==> src/rtl/mac_array_sched.sv <==
// Column sequencer for the N-lane MAC array: streams M and one X column per frame,
// waits for all lanes to finish, and hands each column of P = M*X out on a ready/valid port.
module mac_array_sched #(
  parameter int N       = 5,
  parameter int WIDTH   = 16,
  parameter int M_WIDTH = 2*WIDTH+N-1,
  parameter int IDX_W   = 3,
  parameter int COL_W   = 4,
  parameter int TIMEOUT = 64
) (
  input  logic                     clk,
  input  logic                     rst,
  input  logic                     start,
  input  logic [COL_W-1:0]         num_cols,
  output logic                     busy,
  output logic                     done,
  output logic                     err,
  output logic                     rd_en,
  output logic [IDX_W-1:0]         a_addr,
  output logic [COL_W+IDX_W-1:0]   b_addr,
  input  logic [N*WIDTH-1:0]       a_rdata,
  input  logic [WIDTH-1:0]         b_rdata,
  output logic                     mac_sof,
  output logic [N*WIDTH-1:0]       mac_a,
  output logic [WIDTH-1:0]         mac_b,
  input  logic [N*M_WIDTH-1:0]     mac_c,
  input  logic [N-1:0]             mac_valid,
  output logic [N*M_WIDTH-1:0]     res_data,
  output logic [COL_W-1:0]         res_col,
  output logic                     res_valid,
  input  logic                     res_ready
);

  localparam int CNT_W = $clog2(TIMEOUT+1);
  localparam logic [IDX_W-1:0] K_LAST = IDX_W'(N-1);
  localparam logic [CNT_W-1:0] W_LAST = CNT_W'(TIMEOUT-1);

  typedef enum logic [1:0] {IDLE, FEED, WAIT, OUT} state_t;

  state_t            state;
  logic [COL_W-1:0]  j;
  logic [COL_W-1:0]  ncols;
  logic [IDX_W-1:0]  k;
  logic [CNT_W-1:0]  wcnt;
  logic              sof_p1;

  assign busy    = (state != IDLE);
  assign rd_en   = (state == FEED);
  assign a_addr  = k;
  assign b_addr  = {j, k};
  assign mac_sof = sof_p1;
  assign mac_a   = a_rdata;
  assign mac_b   = b_rdata;

  always_ff @(posedge clk) begin
    if (rst) begin
      state     <= IDLE;
      j         <= '0;
      ncols     <= '0;
      k         <= '0;
      wcnt      <= '0;
      sof_p1    <= 1'b0;
      done      <= 1'b0;
      err       <= 1'b0;
      res_valid <= 1'b0;
      res_data  <= '0;
      res_col   <= '0;
    end else begin
      done   <= 1'b0;
      // p1: frame marker lines up with the memory data returned one cycle after rd_en
      sof_p1 <= rd_en && (k == '0);
      case (state)
        IDLE: begin
          if (start) begin
            if (num_cols != '0) begin
              ncols <= num_cols;
              j     <= '0;
              k     <= '0;
              err   <= 1'b0;
              state <= FEED;
            end else begin
              done  <= 1'b1;
            end
          end
        end
        FEED: begin
          if (k == K_LAST) begin
            k     <= '0;
            wcnt  <= '0;
            state <= WAIT;
          end else begin
            k     <= k + IDX_W'(1);
          end
        end
        WAIT: begin
          // a full-valid cycle takes priority over a coincident timeout
          if (&mac_valid) begin
            res_data  <= mac_c;
            res_col   <= j;
            res_valid <= 1'b1;
            state     <= OUT;
          end else if (wcnt == W_LAST) begin
            err   <= 1'b1;
            done  <= 1'b1;
            state <= IDLE;
          end else begin
            wcnt  <= wcnt + CNT_W'(1);
          end
        end
        OUT: begin
          if (res_ready) begin
            res_valid <= 1'b0;
            if (j == ncols - COL_W'(1)) begin
              done  <= 1'b1;
              state <= IDLE;
            end else begin
              j     <= j + COL_W'(1);
              state <= FEED;
            end
          end
        end
        default: state <= IDLE;
      endcase
    end
  end

endmodule

==> config.mk <==
export PLATFORM = sky130hd
export DESIGN_NAME = mac_array_sched
export DESIGN_NICKNAME = d
export VERILOG_FILES = /design/src/rtl/mac_array_sched.sv
export SDC_FILE = /design/constraint.sdc
export NUM_CORES = 1
export LEC_CHECK = 0
export CAP_MARGIN = 20
export CELL_PAD_IN_SITES_DETAIL_PLACEMENT = 1
export CELL_PAD_IN_SITES_GLOBAL_PLACEMENT = 1
export CORE_AREA = 5 5 226 228
export DETAILED_ROUTE_END_ITERATION = 16
export DIE_AREA = 0 0 231 233
export PLACE_DENSITY = 0.72
export SYNTH_ARGS = -nofsm -noshare
export SYNTH_HDL_FRONTEND = slang
export SYNTH_SLANG_ARGS = --single-unit
==> constraint.sdc <==
create_clock -name clk -period 2.7 [get_ports clk]
set_clock_uncertainty 0.2 [all_clocks]
set_input_delay 0.54 -clock clk [delete_from_list [all_inputs] [get_ports clk]]
set_output_delay 0.54 -clock clk [all_outputs]
set_load 0.005 [all_outputs]
==> summary.md <==
| Metric | Value |
|---|---|
| Synth Area in Adders | less than 1% |
| Combinational share of power | between 6 and 7% |
| HP Class | in -> reg |
| Commonest non-fill, non-tap cell in the layout | clkdlybuf4s50_1 |
| Synth unique cells | between 40 and 50 |
| Multi-input combinational cell area | ~3100 um2 |
| Post-synth top area cell | dfxtp_1 |
| FF-to-FF End | done |
| RSZ-0062 raised after global routing | no |
| Grt met2 use | between 20% and 30% |
| H-tree lvl count | 1 |
| EDFF count, synth | 0 |
| DR WL/cell | roughly 17 um |
| Ranking of synthesized cells by area | dfxtp_1 (51%), nand2_1 (18%), a21oi_1 (12%) |
| Compound-Gate Fraction of Synth Area | 13.5% |
| Die W | ~230 um |
| Starting density of the core | 16.9% |
| Syn Nets | 1,339 |
| Met1 Usage GRT | around an eighth |
| Final period util | 96.6% |
| Non-Filler Instances | just under 2k |
| Mapped Area | ~8200 um2 |
| Sequential share of power | between 40% and 50% |
| Worst Path Required | 1.96 ns |
| Via/cell ratio | roughly 4.1 |
| Post-synthesis cell count | 1,045 |
| Most used routing layer | met2 |
| Multiplexer area fraction after synthesis | 0.258% |
| Yosys warns | 0 |
| CTS clk-pin slew, worst paths | 0.06 ns |
| Routed wire length | around 33,000 um |
| Number of fill cells | between 5k and 6k |
| Register-to-Register Path Depth | 6 |
| GR Overflow Total | 0 |
| Site row count | a little over 80 |
| Met3 Usage GRT | ~4.9% |
| Ys async rst share | 0% |
| Net Sw Frac | 21.2% |
| Post-DP HPWL | between 20,000 and 25,000 um |
| Max-slew violations | 0 |
| XOR/XNOR Fraction of Synth Area | under 10% |
| MaxCap Viol Count | 0 |
| First-pass GRT wire length | 48,400 um |
| Share of cells above drive strength 1 | under 10% |
| Final ANT Viol Nets | 0 |
| Pre-CTS WS | roughly 0.14 ns |
| Largest fanout on the critical path | 9 |
| FF+latch count, synth | about 210 |
| Final Critical Period | 2.61 ns |
| Core area | about 49,000 um2 |
| Post-synthesis sequential area ratio | 50.5% |
| Critical Path Start Type | flip-flop |
| CTS Sinks | 208 |
| ANT cells | 0 |
| Top_reg_cell synth | dfxtp_1 |
| Die ar. | roughly 54,000 um2 |
| Final setup TNS | 0 ns |
| Largest family of logic cells by synthesized area | simple AND/OR/NAND/NOR gates |
| Syn Area/Cell | between 7 and 8 um2 |
| Pre-antenna DRT Iters | 4 |
| Post-layout util | between 20% and 30% |
| CP Data Arrival Time | approximately 1.9 ns |
| Largest net degree at the start of global routing | around 110 |
| Most frequent cells in the layout | clkdlybuf4s50_1 (391), nand2_1 (385), dfxtp_1 (207) |
| CTS tree | yes |
| Via count | ~8.0k |
| Cts bufs inserted | 26 |
| Clock group share of total power | between 50% and 60% |
| Worst hold start | rst |
| Register area | between 4000 and 5000 um2 |
| Vias in the first global route | ~8.4k |
| Static leakage | roughly 4.3 nW |
| Final Wtd Congestion | 0.748 |
| Root buf cell | clkbuf_16 |
| Buffers added on ports | 392 |
| P_int | 5.60 mW |
| Initial DRC Count | 180 |
| Initial antenna violation count | 4 |
| PD cells | 543 nW/um2 |
| Worst hold path depth | 2 |
| Outcome | finished, final reports clean |
| Fmax | around 0.38 GHz |
| Endpoints failing setup | 0 |
| Die height | about 230 um |
| Final Hold Viols | 0 |
| Least-Margin Pin Slew | between 0.6 and 0.7 ns |
| Area share of and/or/nand/nor cells after synthesis | between 20% and 30% |
| Hold EP | wcnt[0] |
| Worst skew pair latency | 0.54 ns |
| Dpl cells | 1,912 |
| Worst r2r src | ncols[0] |
| Switching pwr | 1.51 mW |
| Nets | around 1.6k |
| GRT Overall Usage | a little under an eighth |
| Worst Setup Slack, final | just over 0.09 ns |
| Layout area overhead | 58.8% |
| Slew Limit Headroom | 57.5% |
| Critical setup path kind | reg -> out |
| Deepest clock path buffer count | 3 |
| Top cell type's share of synthesized area | between 50% and 60% |
| VDD IR max | roughly 0.35 mV |
| CP Capture Type | primary output |
| DR DRC count | 0 |
| I/O pins | roughly 590 |
| Reg2reg setup slack | around 0.52 ns |
-- power by group through the flow --
stage | Combinational (mW) | Sequential (mW) | Clock [mW]
floorplan | 0.214 | 3.15 | 0
global placement | 0.432 | 3.16 | 0
detailed placement | 0.434 | 3.16 | 0
CTS | 0.438 | 3.09 | 3.74
global route | 0.461 | 3.09 | 3.86
finish | 0.431 | 3.09 | 3.58
-- worst max-delay path, stage by stage (launching register included) --
cell	delay [ns]
dfxtp_1	0.34
buf_4	0.18
or2_2	0.33
clkdlybuf4s50_1	0.48
-- final cells by class --
| class | count | area share, % |
|---|---|---|
| clock inverter | 6 | 0.727 |
| inverter | 6 | 0.172 |
| sequential | 208 | 31.8 |
| timing repair buffer | 410 | 31.8 |
| multi-input combinational | 666 | 23.4 |
| tap | 622 | 5.95 |
| clock buffer | 41 | 6.17 |
-- per-layer routing --
metal	wire length [um]	share of wire, %
met5	61	0.19
met4	1360	4.2
met3	3220	9.8
met2	15900	49
met1	12200	37
-- cell usage after synthesis (2+ instances only) --
cell and number:
nor4b_1 2, clkbuf_1 47, nor3_1 5, a211oi_1 4
buf_2 18, nand2_1 386, ha_1 5, o311ai_0 2
nand3_1 8, o21ai_0 2, a22oi_1 2, o211ai_1 2
nand2b_1 3, a21oi_1 194, xnor2_1 9, buf_4 99
nor4_1 2, inv_1 6, or2_2 2, nor3b_1 3
nor2_1 17, dfxtp_1 208
-- flip-flops by register name, indices dropped and copies added, names as in the netlist --
signal,flops
j,4
done,1
wcnt,7
res_col,4
res_valid,1
state,2
err,1
ncols,4
mac_sof,1
res_data,180
a_addr,3
-- how the worst max path moves through the flow --
stage	start	end	slack, ns
6_report	state[1]	busy	0.09
5_1_grt	state[1]	busy	0.007
4_1_cts	state[1]	busy	0.06
3_5_place_dp	mac_valid[2]	res_data[34]	0.14
3_3_place_gp	mac_valid[4]	res_data[32]	0.21
2_1_floorplan	ncols[0]	j[3]	0.74
-- kinds of logic (layout without fill, tap and decap cells) --
kind of cell | Yosys count | in the layout
compound gates | 212 | 212
xor+xnor | 10 | 10
fa+ha+maj | 5 | 5
buf+inv | 171 | 463
flops | 208 | 208
mux | 2 | 2
simple gates | 437 | 437
-- stage by stage --
| stage | hold WS (ns) | cell area [um2] | power, mW |
|---|---|---|---|
| 3_5_place_dp | 0.247 | 12200 | 3.59 |
| 4_1_cts | 0.136 | 13100 | 7.27 |
| 3_3_place_gp | 0.241 | 12200 | 3.59 |
| 5_1_grt | 0.146 | 13100 | 7.41 |
| 6_report | 0.167 | 13100 | 7.11 |
| 2_1_floorplan | 0.250 | 8240 | 3.37 |
-- timing repair --
action,4_1_cts,5_1_grt
setup buffers,0,0
hold buffers,0,0
resized for setup,1,1
setup endpoints to repair,2,1
(Power assumes the default switching activity.)
